==> src/rtl/uart_tx_arbiter_if.sv <==
// Handshake bundle between N_REQ byte producers, the arbiter and uart_tx.
// ARB_LOCK_EN adds the per-port req_lock inputs used to keep multi-byte packets contiguous.
interface uart_tx_arbiter_if #(
    parameter int N_REQ        = 4,
    parameter int PAYLOAD_BITS = 8
);
    localparam int ID_W = $clog2(N_REQ);

    logic [N_REQ-1:0]              req_valid;
    logic [N_REQ*PAYLOAD_BITS-1:0] req_data;
    logic [N_REQ-1:0]              req_ready;
    logic                          tx_busy;
    logic                          tx_enable;
    logic [PAYLOAD_BITS-1:0]       tx_data;
    logic [ID_W-1:0]               grant_id;
    logic                          arb_busy;
`ifdef ARB_LOCK_EN
    logic [N_REQ-1:0]              req_lock;

    modport master (
        input  req_valid, req_data, req_lock, tx_busy,
        output req_ready, tx_enable, tx_data, grant_id, arb_busy
    );
    modport slave (
        output req_valid, req_data, req_lock, tx_busy,
        input  req_ready, tx_enable, tx_data, grant_id, arb_busy
    );
`else
    modport master (
        input  req_valid, req_data, tx_busy,
        output req_ready, tx_enable, tx_data, grant_id, arb_busy
    );
    modport slave (
        output req_valid, req_data, tx_busy,
        input  req_ready, tx_enable, tx_data, grant_id, arb_busy
    );
`endif
endinterface

==> src/rtl/uart_tx_arbiter.sv <==
// Round-robin arbiter sharing one uart_tx between N_REQ valid/ready byte producers.
// Define ARB_LOCK_EN to let a port hold the grant across bytes via req_lock.
module uart_tx_arbiter #(
    parameter int N_REQ        = 4,
    parameter int PAYLOAD_BITS = 8
) (
    input  logic               clk,
    input  logic               arb_reset,
    uart_tx_arbiter_if.master  bus
);
    localparam int ID_W = $clog2(N_REQ);
    localparam logic [ID_W-1:0] LAST_ID = ID_W'(N_REQ - 1);

    typedef enum logic [1:0] {
        IDLE,
        LAUNCH,
        WAIT_BUSY,
        WAIT_DONE
    } state_e;

    state_e                  state_q, state_d;
    logic [PAYLOAD_BITS-1:0] tx_data_q, tx_data_d;
    logic [ID_W-1:0]         grant_id_q, grant_id_d;
    logic [ID_W-1:0]         last_grant_q, last_grant_d;
    logic                    tx_enable_q, tx_enable_d;
    logic [1:0]              timeout_q, timeout_d;

    logic [ID_W-1:0]         winner;
    logic [ID_W-1:0]         cand;
    logic                    winner_found;
    logic                    lock_hold;
    logic                    accept;

`ifdef ARB_LOCK_EN
    logic lock_q, lock_d;

    // The lock survives only while its owner keeps req_lock raised.
    always_comb begin
        lock_hold = lock_q && bus.req_lock[grant_id_q];
    end

    always_comb begin
        lock_d = lock_hold;
        if (accept) begin
            lock_d = 1'b0;
        end else if (state_q == WAIT_DONE && !bus.tx_busy) begin
            lock_d = bus.req_lock[grant_id_q];
        end
    end

    always_ff @(posedge clk or posedge arb_reset) begin
        if (arb_reset) begin
            lock_q <= 1'b0;
        end else begin
            lock_q <= lock_d;
        end
    end
`else
    always_comb begin
        lock_hold = 1'b0;
    end
`endif

    // Search starts just past the last winner, so the port served last ranks lowest.
    always_comb begin
        // NOTE: every combinational output gets a default before any branch, so no latch is inferred.
        winner       = '0;
        winner_found = 1'b0;
        cand         = '0;
        if (lock_hold) begin
            winner       = grant_id_q;
            winner_found = bus.req_valid[grant_id_q];
        end else begin
            for (int i = 1; i <= N_REQ; i++) begin
                if (int'(last_grant_q) + i >= N_REQ) begin
                    cand = ID_W'(int'(last_grant_q) + i - N_REQ);
                end else begin
                    cand = ID_W'(int'(last_grant_q) + i);
                end
                if (!winner_found && bus.req_valid[cand]) begin
                    winner       = cand;
                    winner_found = 1'b1;
                end
            end
        end
    end

    assign accept = (state_q == IDLE) && !bus.tx_busy && winner_found && !arb_reset;

    assign bus.req_ready = accept ? (N_REQ'(1) << winner) : '0;
    assign bus.tx_enable = tx_enable_q;
    assign bus.tx_data   = tx_data_q;
    assign bus.grant_id  = grant_id_q;
    assign bus.arb_busy  = (state_q != IDLE);

    always_comb begin
        state_d      = state_q;
        tx_data_d    = tx_data_q;
        grant_id_d   = grant_id_q;
        last_grant_d = last_grant_q;
        tx_enable_d  = 1'b0;
        timeout_d    = timeout_q;
        unique case (state_q)
            IDLE: begin
                if (accept) begin
                    tx_data_d    = bus.req_data[int'(winner) * PAYLOAD_BITS +: PAYLOAD_BITS];
                    grant_id_d   = winner;
                    last_grant_d = winner;
                    tx_enable_d  = 1'b1;
                    state_d      = LAUNCH;
                end
            end
            LAUNCH: begin
                timeout_d = '0;
                state_d   = WAIT_BUSY;
            end
            WAIT_BUSY: begin
                // Four cycles without busy means uart_tx never took the byte; drop it.
                if (bus.tx_busy) begin
                    state_d = WAIT_DONE;
                end else if (timeout_q == 2'd3) begin
                    state_d = IDLE;
                end else begin
                    timeout_d = timeout_q + 2'd1;
                end
            end
            WAIT_DONE: begin
                if (!bus.tx_busy) begin
                    state_d = IDLE;
                end
            end
            default: state_d = IDLE;
        endcase
    end

    always_ff @(posedge clk or posedge arb_reset) begin
        if (arb_reset) begin
            state_q      <= IDLE;
            tx_data_q    <= '0;
            grant_id_q   <= '0;
            last_grant_q <= LAST_ID;
            tx_enable_q  <= 1'b0;
            timeout_q    <= '0;
        end else begin
            // NOTE: non-blocking updates keep every flop sampling the pre-edge values.
            state_q      <= state_d;
            tx_data_q    <= tx_data_d;
            grant_id_q   <= grant_id_d;
            last_grant_q <= last_grant_d;
            tx_enable_q  <= tx_enable_d;
            timeout_q    <= timeout_d;
        end
    end
endmodule

==> src/flat_wrapper.sv <==
// flat-port wrapper written by rule: the top's interface ports become plain ports
module uart_tx_arbiter_flat 
#(
    parameter int N_REQ        = 4,
    parameter int PAYLOAD_BITS = 8
)
  (clk, arb_reset, bus_req_valid, bus_req_data, bus_tx_busy, bus_req_ready, bus_tx_enable, bus_tx_data, bus_grant_id, bus_arb_busy);
  uart_tx_arbiter_if #(.N_REQ(N_REQ), .PAYLOAD_BITS(PAYLOAD_BITS)) bus_i ();
  input  logic clk;
  input  logic arb_reset;
  input wire logic [$bits(bus_i.req_valid)-1:0] bus_req_valid;
  input wire logic [$bits(bus_i.req_data)-1:0] bus_req_data;
  input wire logic [$bits(bus_i.tx_busy)-1:0] bus_tx_busy;
  output wire logic [$bits(bus_i.req_ready)-1:0] bus_req_ready;
  output wire logic [$bits(bus_i.tx_enable)-1:0] bus_tx_enable;
  output wire logic [$bits(bus_i.tx_data)-1:0] bus_tx_data;
  output wire logic [$bits(bus_i.grant_id)-1:0] bus_grant_id;
  output wire logic [$bits(bus_i.arb_busy)-1:0] bus_arb_busy;
  assign bus_i.req_valid = bus_req_valid;
  assign bus_i.req_data = bus_req_data;
  assign bus_i.tx_busy = bus_tx_busy;
  assign bus_req_ready = bus_i.req_ready;
  assign bus_tx_enable = bus_i.tx_enable;
  assign bus_tx_data = bus_i.tx_data;
  assign bus_grant_id = bus_i.grant_id;
  assign bus_arb_busy = bus_i.arb_busy;
  uart_tx_arbiter #(.N_REQ(N_REQ), .PAYLOAD_BITS(PAYLOAD_BITS)) u_core (.clk(clk), .arb_reset(arb_reset), .bus(bus_i));
endmodule
==> config.mk <==
export PLATFORM = sky130hd
export DESIGN_NAME = uart_tx_arbiter_flat
export DESIGN_NICKNAME = d
export VERILOG_FILES = /design/src/rtl/uart_tx_arbiter_if.sv /design/src/rtl/uart_tx_arbiter.sv /design/src/flat_wrapper.sv
export SDC_FILE = /design/constraint.sdc
export NUM_CORES = 1
export LEC_CHECK = 0
export ABC_AREA = 1
export CORE_UTILIZATION = 47
export DETAILED_ROUTE_END_ITERATION = 7
export PLACE_DENSITY = 0.86
export SLEW_MARGIN = 20
export SYNTH_ARGS = -nofsm -noshare
export SYNTH_HDL_FRONTEND = slang
export SYNTH_SLANG_ARGS = --single-unit
export TNS_END_PERCENT = 100
==> constraint.sdc <==
create_clock -name clk -period 4.5 [get_ports clk]
set_clock_uncertainty 0.15 [all_clocks]
set_input_delay 1.35 -clock clk [delete_from_list [all_inputs] [get_ports clk]]
set_output_delay 1.35 -clock clk [all_outputs]
set_load 0.05 [all_outputs]
# == Word level (Yosys, flattened, before mapping) ==
# Index checks and enable logic that the tools add are counted.
# word_totals
input_bits,39
word_cells,82
reg_bits,17
output_inout_bits,16
# classes
shift,2
reduce_logical,17
magnitude_cmp,8
eq_ne,9
muxes,31
n_addsub,9
# ops
cell,count
indexed part select 32 x 6 -> 8 bit,1
two-way mux 2 bit,14
"< comparator 2 x 3 -> 1 bit, second input constant",4
two-way mux 1 bit,10
">= comparator 3 bit, second input constant",3
binary-select mux 1 bit (select 2 bit),4
one-hot mux 2 bit (4 select lines),1
"subtractor 2 x 1 -> 2 bit, second input constant",4
"adder 2 x 2 -> 3 bit, second input constant",2
"equality test 2 bit, second input constant",3
logical AND 1 bit,6
"inequality test 2 bit, second input constant",3
AND reduction 3 bit,2
logical NOT 1 bit,5
"adder 2 x 3 -> 4 bit, second input constant",1
">= comparator 4 x 3 -> 1 bit, second input constant",1
two-way mux 4 bit,1
one-hot mux 2 bit (2 select lines),1
nonzero test 2 bit,2
"left shift 1 x 2 -> 4 bit, first input constant",1
"adder 2 x 1 -> 3 bit, second input constant",1
"inequality test 3 x 2 -> 1 bit, second input constant",1
"adder 2 x 1 -> 2 bit, second input constant",1
"equality test 2 x 1 -> 1 bit, second input constant",1
other kinds (3),3

# == Depth between registers and ports, before layout ==
# depth
word_depth,19
depth_mapped,18
depth_no_buf,16

# == Least setup slack after synthesis ==
# OpenSTA, ideal clock, no wires.
# synth_path
path_type,input to output
startpoint,in bus_req_valid[1]
endpoint,out bus_req_ready[0]
setup_slack_ps,-326
t_required_ps,3000
t_arrival_ps,3326
stages,10
path_buffers,1
cell_sequence,inv_1 nand2_1 nand3_1 nand2_4 nor2_8 nand3_4 nand3_4 nand2_8 buf_12 nor3_1
# synth_via
elab_chain_cells,15
word_cells_on_any_way,26
cone_classes,shift (1); mux (17); reduce/logical (8)
# synth_lines
item,line,text
start: declaration,flat_wrapper.sv:11,input wire logic [$bits(bus_i.req_valid)-1:0] bus_req_valid;
binary-select mux 1 bit (select 2 bit),uart_tx_arbiter.sv:80,if (!winner_found && bus.req_valid[cand]) begin
two-way mux 1 bit (implied by the code),uart_tx_arbiter.sv:80,
two-way mux 1 bit,uart_tx_arbiter.sv:80,
logical NOT 1 bit,uart_tx_arbiter.sv:80,
logical AND 1 bit,uart_tx_arbiter.sv:80,
two-way mux 1 bit,uart_tx_arbiter.sv:80,
logical NOT 1 bit,uart_tx_arbiter.sv:80,
logical AND 1 bit,uart_tx_arbiter.sv:80,
two-way mux 1 bit,uart_tx_arbiter.sv:80,
logical NOT 1 bit,uart_tx_arbiter.sv:80,
logical AND 1 bit,uart_tx_arbiter.sv:80,
two-way mux 1 bit,uart_tx_arbiter.sv:80,
logical AND 1 bit (2 in series),uart_tx_arbiter.sv:88,assign accept = (state_q == IDLE) && !bus.tx_busy && winner_found && !arb_reset;
two-way mux 4 bit (*),uart_tx_arbiter.sv:90,assign bus.req_ready = accept ? (N_REQ'(1) << winner) : '0;
end: declaration,flat_wrapper.sv:14,output wire logic [$bits(bus_i.req_ready)-1:0] bus_req_ready;
# Every way passes the cells marked *; elsewhere a longest branch is shown, timed or not. The select of a mux whose other input is x is not followed.

# == Final worst setup path ==
# layout_path
startpoint,in bus_req_valid[3]
endpoint,out bus_req_ready[2]
# Same word-level chain as after synthesis.

==> impl_metrics.yaml <==
run_status:
  outcome: "completed"
cts:
  clk_latency_ns: 0.28
  cts_buffer_depth: 2
  cts_sinks: 17
  cts-htree-levels: 1
  postCtsHoldBufs: 0
  cts_made_buffers: 3
  tritoncts: "yes"
  root_buffer: "clkbuf_4"
  clk_pin_slew_ns: 0.10
worst_setup_path:
  path_class: "primary input to output pin"
  critical_path_required_ns: 3.00
  cp_slowest_cell: "dlygate4sd2_1"
  worst-path-buf-inv: 5
  startpoint_type: "primary input"
  cp_cell_sequence: "dlygate4sd2_1, inv_1, nand2_2, nand3_2, nand2_4, nor2_8, nand3_4, buf_4, nand3_4, nand2_8, buf_4, nor2_2, buf_12"
  path_delay_family: "simple AND/OR/NAND/NOR gates"
  crit_path_end_kind: "output pin"
  cp.arrival_ns: 2.90
  critPathMaxFanout: 4
  slowest_delay_ns: 0.24
die:
  initial_core_util_pct: 49.7
  core_area_mm2: 0.00278
  dieArea_mm2: 0.00316
  die_height_um: 56.2
  die_x_um: 56.2
  num_rows: 19
  io_pins: 55
timing:
  max_freq_mhz: 227
  rsz0062_at_grt: "no"
  setup_viol: 0
  fin_crit_ns: 4.40
  hold_viol: 0
  maxSlewViolCount: 0
  worstMarginPinSlew_ns: 0.496
  relSlewSlack_pct: 66.8
  min_period_over_period_pct: 97.8
min_path:
  hp-class: "flip-flop to flip-flop"
detailed_routing:
  drc: 0
  vias: 1540
  wirelength_um: 3700
  drt-wirelength-per-cell_um: 12.1
  drtPass1Iterations: 4
  ant_nets: 0
  vias_per_cell: 5.03
  drtIter0Drc: 62
pwr:
  ir_worst_vdd_uv: 794
  powerDensity_mw_per_mm2: 871
  finalPower_mw: 1.88
  power_leakage_nw: 1.12
final_layout:
  final_area_mm2: 0.00216
  num_antenna_cells: 0
  final_nets: 316
  drive_gt1_share_pct: 24.7
  post-route-util_pct: 77.6
  syn_to_final_growth_pct: 56.1
grt:
  track_usage_pct: 23.8
  grt_pass1_vias: 1454
  grt_overflow: 0
  grt_max_degree: 18
  grt_pass1_wl_um: 6010
  grt_antenna_before_repair: 0
synthesis:
  yosysWarnings: 0
  syn_area_per_cell_um2: 6.71
  synth_nets: 246
  ys_seq_area_share_pct: 31.0
  synth_seq_cells: 17
  synth_cells: 206
  syn_area_mm2: 0.00138
  synth_cell_type_count: 29
placement:
  gp_congestion: 0.858
  dp_hpwl_um: 2700
  numPortBuffers: 54
  dpl_cell_area_mm2: 0.00204
flow_run:
  drv_cap: 0
worst paths after layout:
kind                                         from                     end  slack, ns  depth (start not counted)
max reg2reg                u_core.last_grant_q[0]   u_core.bus.tx_data[4]       1.97                         15
min reg2reg                   u_core.timeout_q[0]     u_core.timeout_q[0]       0.34                          1
max in group asynchronous               arb_reset  u_core.last_grant_q[1]       2.68                          3
min in group asynchronous               arb_reset       u_core.state_q[1]       1.27                          3
max                              bus_req_valid[3]        bus_req_ready[2]        0.1                         13
min                           u_core.timeout_q[0]     u_core.timeout_q[0]       0.34                          1
placed cells by master (no fill, tap or decap), types with 3 or more instances in the layout:
cell type         n
a21oi_1           3
buf_12            5
buf_4            17
clkbuf_4          3
clkdlybuf4s50_1  46
dfrtp_1          15
dlygate4sd2_1     4
inv_1            10
nand2_1          97
nand2_2          20
nand2_4           3
nand3_1          19
nand4_1           3
nor2_1            3
through the flow:
step | setup TNS, ns | setup WS (ns) | hold slack, ns | cells
2_1_floorplan | -0.0697 | -0.0419 | 0.300 | 206
3_3_place_gp | -0.115 | -0.0493 | 0.314 | 296
3_5_place_dp | -0.260 | -0.0780 | 0.314 | 296
4_1_cts | 0 | 0.133 | 0.341 | 306
5_1_grt | 0 | 0.00478 | 0.363 | 306
6_report | 0 | 0.0986 | 0.338 | 306
power by group:
group / switching, mW / internal, mW
Sequential: 0.0607 / 0.226
Combinational: 0.921 / 0.592
Clock: 0.0460 / 0.0330
layout make-up:
| type | count | area, um2 |
|---|---|---|
| Multi-Input combinational cell | 168 | 878 |
| Timing Repair Buffer | 72 | 723 |
| Fill cell | 213 | 623 |
| Sequential cell | 17 | 428 |
| Inverter | 14 | 62.6 |
| Tap cell | 31 | 38.8 |
| Clock buffer | 3 | 22.5 |
| Clock inverter | 1 | 5.00 |
flip-flops by register name, summed over array words and instances (netlist names):
| signal | flops |
|---|---|
| u_core.state_q | 2 |
| u_core.last_grant_q | 2 |
| u_core.bus.tx_enable | 1 |
| u_core.bus.grant_id | 2 |
| u_core.bus.tx_data | 8 |
| u_core.timeout_q | 2 |
cell families after synthesis:
family                   share of synthesized area (%)
AND/OR/NAND/NOR                                   55.2
flip-flops                                        31.0
buffers and inverters                             8.69
AO/OA/AOI/OAI                                     4.25
adder cells (fa/ha/maj)                          0.905
synthesized netlist by cell type, drive strengths merged:
library cell | number | area share, %
a211oi | 1 | 0.54
o21ai | 4 | 2.0
ha | 1 | 0.90
or2 | 1 | 0.45
nand3b | 1 | 0.54
inv | 14 | 4.3
a22o | 1 | 0.63
clkbuf | 1 | 0.27
nand2 | 121 | 39
nor2 | 7 | 3.1
a21oi | 3 | 1.1
nand3 | 23 | 10
buf | 6 | 4.1
nor3 | 2 | 0.72
dfrtp | 15 | 27
dfstp | 2 | 3.8
nand4 | 3 | 1.4
per-layer routing:
| metal | GRT usage (%) | share of wire [%] |
|---|---|---|
| met5 | 0 | 0 |
| met4 | 5.57 | 1.1 |
| met3 | 3.95 | 5.6 |
| met2 | 45.6 | 53 |
| met1 | 27.1 | 40 |
what timing repair did:
action                                  in CTS  in global routing
pin swaps                                   11                  1
hold endpoints to repair                     0                  0
resized for setup                           12                  3
endpoints found under the setup margin       4                  2
buffers inserted                             6                  0
Power figures use the tool's default switching activity.
